<file path="src/rtl/lcd_bus_scheduler.sv">
// ---------------------------------------------------------------------------
// lcd_bus_scheduler
//
// Owns an 8-bit HD44780-style LCD bus (RS, E, DB[7:0]) and shares it between
// N_REQ byte writers. After reset it waits T_POWERUP cycles and then plays a
// fixed four-byte init sequence. After that it accepts one byte at a time,
// choosing among the requesters round-robin, and generates the bus timing for
// each byte: setup, E pulse, hold, then the execution wait.
//
// Ports
//   clk        system clock, rising edge
//   rst_n      asynchronous active-low reset
//   req_valid  [N_REQ]    requester i has a byte pending (held until accepted)
//   req_rs     [N_REQ]    RS for requester i's byte (0 = command, 1 = data)
//   req_data   [8*N_REQ]  byte for requester i in bits [8i+7:8i]
//   req_ready  [N_REQ]    one-hot accept (combinational)
//   grant_id   [3]        index of the requester last accepted
//   init_done             high once the init sequence has completed
//   busy                  high whenever the scheduler is not in IDLE
//   lcd_rs, lcd_e, lcd_db LCD bus, all registered
//
// Handshake: a byte moves on a rising clk edge where req_valid[i] and
// req_ready[i] are both high. req_ready is only ever raised in IDLE after
// init, for at most one requester, and depends on req_valid in the same
// cycle. A requester may drop req_valid before it is accepted; the byte is
// then simply never sent.
// ---------------------------------------------------------------------------
module lcd_bus_scheduler #(
    parameter int N_REQ       = 3,
    parameter int T_POWERUP   = 750000,
    parameter int T_AS        = 4,
    parameter int T_PW        = 25,
    parameter int T_H         = 4,
    parameter int T_EXEC      = 2500,
    parameter int T_EXEC_LONG = 82000
) (
    input  logic               clk,
    input  logic               rst_n,
    input  logic [N_REQ-1:0]   req_valid,
    input  logic [N_REQ-1:0]   req_rs,
    input  logic [8*N_REQ-1:0] req_data,
    output logic [N_REQ-1:0]   req_ready,
    output logic [2:0]         grant_id,
    output logic               init_done,
    output logic               busy,
    output logic               lcd_rs,
    output logic               lcd_e,
    output logic [7:0]         lcd_db
);

    localparam int CNT_MAX = (T_POWERUP > T_EXEC_LONG) ? T_POWERUP : T_EXEC_LONG;
    localparam int CW      = $clog2(CNT_MAX + 1);

    typedef enum logic [2:0] {
        S_POWERUP,
        S_LOAD,
        S_IDLE,
        S_SETUP,
        S_PULSE,
        S_HOLD,
        S_WAIT
    } state_t;

    state_t        state;
    logic [CW-1:0] cnt;
    logic [1:0]    init_idx;
    logic [2:0]    ptr;

    // Requester vectors padded to the full 8-slot width so a 3-bit index is
    // always in range regardless of N_REQ.
    logic [7:0]    valid_pad;
    logic [7:0]    rs_pad;
    logic [63:0]   data_pad;

    logic          sel_found;
    logic [2:0]    sel;
    logic [3:0]    cand;
    logic          long_wait;
    logic [CW-1:0] wait_last;

    assign valid_pad = 8'(req_valid);
    assign rs_pad    = 8'(req_rs);
    assign data_pad  = 64'(req_data);

    function automatic logic [7:0] init_rom(input logic [1:0] idx);
        case (idx)
            2'd0:    return 8'h3C;  // 8-bit bus, 2 lines
            2'd1:    return 8'h01;  // clear display
            2'd2:    return 8'h06;  // entry mode: increment
            default: return 8'h0C;  // display on, cursor off
        endcase
    endfunction

    // Round-robin search starting one past the last grant, wrapping at N_REQ.
    always_comb begin
        sel_found = 1'b0;
        sel       = 3'd0;
        cand      = 4'd0;
        req_ready = '0;
        if (state == S_IDLE && init_done) begin
            for (int k = 1; k <= N_REQ; k++) begin
                cand = {1'b0, ptr} + 4'(k);
                if (cand >= 4'(N_REQ)) begin
                    cand = cand - 4'(N_REQ);
                end
                if (!sel_found && valid_pad[cand[2:0]]) begin
                    sel_found = 1'b1;
                    sel       = cand[2:0];
                end
            end
        end
        for (int i = 0; i < N_REQ; i++) begin
            req_ready[i] = sel_found && (sel == 3'(i));
        end
    end

    // Clear and return-home (0x01..0x03 as commands) need the long wait.
    assign long_wait = !lcd_rs && (lcd_db == 8'h01 || lcd_db == 8'h02 || lcd_db == 8'h03);
    assign wait_last = long_wait ? CW'(T_EXEC_LONG - 1) : CW'(T_EXEC - 1);

    always_ff @(posedge clk or negedge rst_n) begin
        if (!rst_n) begin
            state     <= S_POWERUP;
            cnt       <= '0;
            init_idx  <= 2'd0;
            ptr       <= 3'(N_REQ - 1);
            grant_id  <= 3'd0;
            init_done <= 1'b0;
            busy      <= 1'b1;
            lcd_rs    <= 1'b0;
            lcd_e     <= 1'b0;
            lcd_db    <= 8'h00;
        end else begin
            case (state)
                S_POWERUP: begin
                    if (cnt == CW'(T_POWERUP - 1)) begin
                        state    <= S_LOAD;
                        cnt      <= '0;
                        init_idx <= 2'd0;
                    end else begin
                        cnt <= cnt + CW'(1);
                    end
                end
                S_LOAD: begin
                    lcd_rs <= 1'b0;
                    lcd_db <= init_rom(init_idx);
                    state  <= S_SETUP;
                    cnt    <= '0;
                end
                S_IDLE: begin
                    if (!init_done) begin
                        state <= S_LOAD;
                        busy  <= 1'b1;
                    end else if (sel_found) begin
                        lcd_rs   <= rs_pad[sel];
                        lcd_db   <= data_pad[{sel, 3'b000} +: 8];
                        grant_id <= sel;
                        ptr      <= sel;
                        state    <= S_SETUP;
                        busy     <= 1'b1;
                        cnt      <= '0;
                    end
                end
                S_SETUP: begin
                    if (cnt == CW'(T_AS - 1)) begin
                        lcd_e <= 1'b1;
                        state <= S_PULSE;
                        cnt   <= '0;
                    end else begin
                        cnt <= cnt + CW'(1);
                    end
                end
                S_PULSE: begin
                    if (cnt == CW'(T_PW - 1)) begin
                        lcd_e <= 1'b0;
                        state <= S_HOLD;
                        cnt   <= '0;
                    end else begin
                        cnt <= cnt + CW'(1);
                    end
                end
                S_HOLD: begin
                    if (cnt == CW'(T_H - 1)) begin
                        state <= S_WAIT;
                        cnt   <= '0;
                    end else begin
                        cnt <= cnt + CW'(1);
                    end
                end
                S_WAIT: begin
                    if (cnt == wait_last) begin
                        state <= S_IDLE;
                        busy  <= 1'b0;
                        cnt   <= '0;
                        if (!init_done) begin
                            init_idx <= init_idx + 2'd1;
                            if (init_idx == 2'd3) begin
                                init_done <= 1'b1;
                            end
                        end
                    end else begin
                        cnt <= cnt + CW'(1);
                    end
                end
                default: begin
                    state <= S_POWERUP;
                    cnt   <= '0;
                    busy  <= 1'b1;
                    lcd_e <= 1'b0;
                end
            endcase
        end
    end

endmodule

</file>
<file path="config.mk">
export PLATFORM = sky130hd
export DESIGN_NAME = lcd_bus_scheduler
export DESIGN_NICKNAME = d
export VERILOG_FILES = /design/src/rtl/lcd_bus_scheduler.sv
export SDC_FILE = /design/constraint.sdc
export NUM_CORES = 1
export LEC_CHECK = 0
export ABC_AREA = 1
export ABC_CLOCK_PERIOD_IN_PS = 6760
export CORE_ASPECT_RATIO = 1.75
export CORE_MARGIN = 10
export CORE_UTILIZATION = 40
export DETAILED_ROUTE_END_ITERATION = 6
export MAX_ROUTING_LAYER = met4
export SYNTH_ARGS = -nofsm -noshare
export SYNTH_HDL_FRONTEND = slang
export SYNTH_SLANG_ARGS = --single-unit
</file>
<file path="constraint.sdc">
create_clock -name clk -period 6.76 [get_ports clk]
set_clock_uncertainty 0.15 [all_clocks]
set_input_delay 1.352 -clock clk [delete_from_list [all_inputs] [get_ports clk]]
set_output_delay 1.352 -clock clk [all_outputs]
set_load 0.005 [all_outputs]
</file>
==> metrics.csv <==
stage,metric,value,unit
outcome,status,completed,
routing,number of DRC markers in iteration 0,154,
synth,sequential area share after synthesis,0.3274,
clocking,CTS H-tree depth,2,
clocking,CTS Hold Bufs,0,
power,Comb pwr share,0.050,
setup_path,kind of critical path,primary input to primary output,
sta,Final Critical Period,4.947,ns
sta,Final period util,0.7317,
sta,worst slew pin tran,0.9305,ns
die,area of the die,11940,sq um
setup_path,Reg-to-Reg Start,grant_id[0],
min_path,Hold Startpoint,grant_id[1],
synth,asr flop ratio synth,1.000,
clocking,Post-CTS Setup Bufs,0,
finish,Antenna Cells,0,
min_path,hold-critical path depth,2,
finish,Util after Layout,0.5028,
setup_path,R2R setup slack,3.49,ns
finish,multi-input gate area in the final layout,1853,sq um
die,die height,137.2,microns
global_routing,vias in the first global route,3013,
synth,number of flops mapped to enable cells by yosys,0,
sta,final setup fails,0,
routing,Total Wirelength,8825,microns
power,internal power,0.4187,mW
sta,final hold violation count,0,
place,DP Area,3674,sq um
synth,Most used DFF post-synth,dfrtp_1,
run,maxcap violations,0,
min_path,hold path endpoint,grant_id[1],
routing,vias,2985,
setup_path,Crit Reg-Reg Endpoint,lcd_db[0],
setup_path,"Max FO, Critical Path",5,
place,RD Place Congestion,0.9046,
global_routing,grt total ovfl,0,
power,pwr/cell area,136.2,nW/um^2
power,P_leak,1.834,nW
sta,Slew Limit Fails,0,
finish,Fillers,780,
routing,first drt pass iteration count,5,
global_routing,antenna violations before repair,0,
die,Starting Density,0.4123,
finish,Storage cell area,1028,sq um
sta,RSZ-0062 raised after global routing,false,
routing,Vias/cell,5.237,
power,Clock power frac,0.479,
finish,share of cells above drive strength 1,0.1120,
clocking,CTS Buf Count,5,
finish,Final Cell Area,3831,sq um
setup_path,worst r2r path cells,17,
power,VDD IR max,161.6,uV
clocking,CTS Root Cell,clkbuf_16,
synth,syn nets,478,
setup_path,Critical Path Start Type,primary input,
clocking,"CTS clk-pin slew, worst paths",0.06,ns
sta,Highest Clock Rate,0.2022,GHz
setup_path,crit path DAT,3.44,ns
finish,Final #Nets,527,
sta,relative slew slack,0.3797,
global_routing,All-Layer GR Usage,0.1606,
synth,yosys warns,0,
die,Die W,87.00,microns
routing,Final ANT Viol Nets,0,
min_path,Hold Path Class,register to register,
place,number of I/O port buffers,49,
routing,DRC violations left,0,
synth,Synth area leader,dfrtp_1,
synth,Syn Std Cell Area,3142,sq um
place,post-DP HPWL,7229,microns
global_routing,first-pass GRT wire length,14680,microns
synth,post-synth top area share,0.3106,
setup_path,CP Capture Type,primary output,
synth,syn_area_per_cell,7.273,sq um
die,Core ar.,7620,sq um
routing,drt wl/cell,15.48,microns
synth,synth unique cells,42,
synth,Area contributors post-synth,"dfrtp_1 31%, nand2_1 14%, nand3_1 5.7%, ha_1 5.6%, nor2_1 5.3%",
sta,setup_tns,0,ns
die,row cnt,42,
clocking,clock sink count,41,
clocking,later-pin clock latency in the skew report,0.29,ns
die,IO Pins,50,
clocking,clock buffer depth,2,
setup_path,Critical Path RT,5.26,ns
finish,Layout area overhead,21.94,%
power,Net Sw Power,0.1033,mW
synth,"FF+latch count, synth",41,
synth,synthesized instance count,432,
global_routing,largest net degree at the start of global routing,42,
clocking,CTS resizes,0,
clocking,CTS tree,built,
power,sw frac,0.1979,
power,Reg power frac,0.470,
[worst max path at each step]
| stage | end | startpoint | slack [ns] | cells after the start |
|---|---|---|---|---|
| floorplan | req_ready[0] | req_valid[1] | 2.94 | 11 |
| detailed placement | req_ready[0] | req_valid[2] | 1.85 | 13 |
| global placement | req_ready[0] | req_valid[2] | 1.88 | 13 |
| CTS | req_ready[0] | req_valid[2] | 1.85 | 13 |
| global route | req_ready[0] | req_valid[2] | 1.65 | 13 |
| finish | req_ready[0] | req_valid[2] | 1.81 | 13 |
[state kept, by name (all words and copies together) (netlist names)]
register	flops
init_done	1
ptr	1
busy	1
init_idx	2
lcd_db	8
state	3
grant_id	3
lcd_rs	1
lcd_e	1
cnt	20
[layer usage]
layer / GRT usage / part of all wire
met5: - / 0
met3: 0.02720 / 0.024
met2: 0.2993 / 0.57
met1: 0.1518 / 0.36
met4: 0.08047 / 0.038
[worst max-delay path, stage by stage]
cell and delay, ns:
clkdlybuf4s50_1 0.50, a21boi_1 0.21, nor2_1 0.09, inv_1 0.06, nand3_1 0.08, nand2_1 0.10
nor2_1 0.04, nor2_1 0.14, nand2_2 0.09, nand3_2 0.10, nand2_1 0.09, nor2_1 0.09
clkdlybuf4s50_1 0.51
[stage by stage]
step	std cells	power [mW]	hold WS (ns)	setup WS [ns]
floorplan	432	0.2534	0.3237	2.945
global placement	562	0.2765	0.3382	1.883
detailed placement	562	0.2769	0.3359	1.853
CTS	570	0.5297	0.3564	1.847
global route	570	0.5422	0.3738	1.648
finish	570	0.5220	0.3490	1.813
[area by class of cell]
class | count | area share
clock buffers | 7 | 0.03984
well taps | 88 | 0.02874
multi-input cells | 334 | 0.4837
repair buffers | 49 | 0.1267
flip-flops and latches | 41 | 0.2685
inverters | 50 | 0.05127
clock inverters | 1 | 0.001306
[power groups by stage]
stage          combinational (mW)  clock [mW]  sequential [mW]
2_1_floorplan             0.00338           0            0.250
3_3_place_gp               0.0266           0            0.250
3_5_place_dp               0.0270           0            0.250
4_1_cts                    0.0271       0.257            0.245
5_1_grt                    0.0288       0.268            0.245
6_report                   0.0263       0.250            0.246
[logic make-up (layout without fill, tap and decap cells)]
kind of cell | count (synthesis) | after routing | share of synthesized area
AOI/OAI and AO/OA | 52 | 52 | 0.1008
buffers and inverters | 57 | 107 | 0.08283
and+or+nand+nor | 256 | 256 | 0.3998
DFF | 41 | 41 | 0.3274
adders and majority gates | 14 | 14 | 0.05576
xor gates and xnor gates | 12 | 12 | 0.03345
[synth_stat cells (2+ instances only)]
master   count
nand2_1    117
nor2_1      44
dfrtp_1     39
inv_1       37
nand3_1     36
a21oi_1     17
nand4_1     15
ha_1        14
o21ai_1     12
o21ai_0     11
xor2_1      11
nor3_1      10
inv_2        9
nor4_1       7
nand2_2      5
nand3_2      5
buf_6        4
nor3_2       4
inv_4        3
nor2_4       3
a21oi_4      2
buf_4        2
dfstp_2      2
nor2_2       2
nor2_8       2
o21a_1       2
o22ai_1      2
[cells in the final DEF (no fill, tap or decap), drive strengths merged, types with 15 or more instances in the layout]
master | Yosys | final
inv | 49 | 49
nand3 | 42 | 42
nand2 | 124 | 124
clkdlybuf4s50 | 0 | 48
dfrtp | 39 | 39
a21oi | 20 | 20
nor2 | 51 | 51
nand4 | 15 | 15
o21ai | 23 | 23
(Power assumes the default switching activity.)
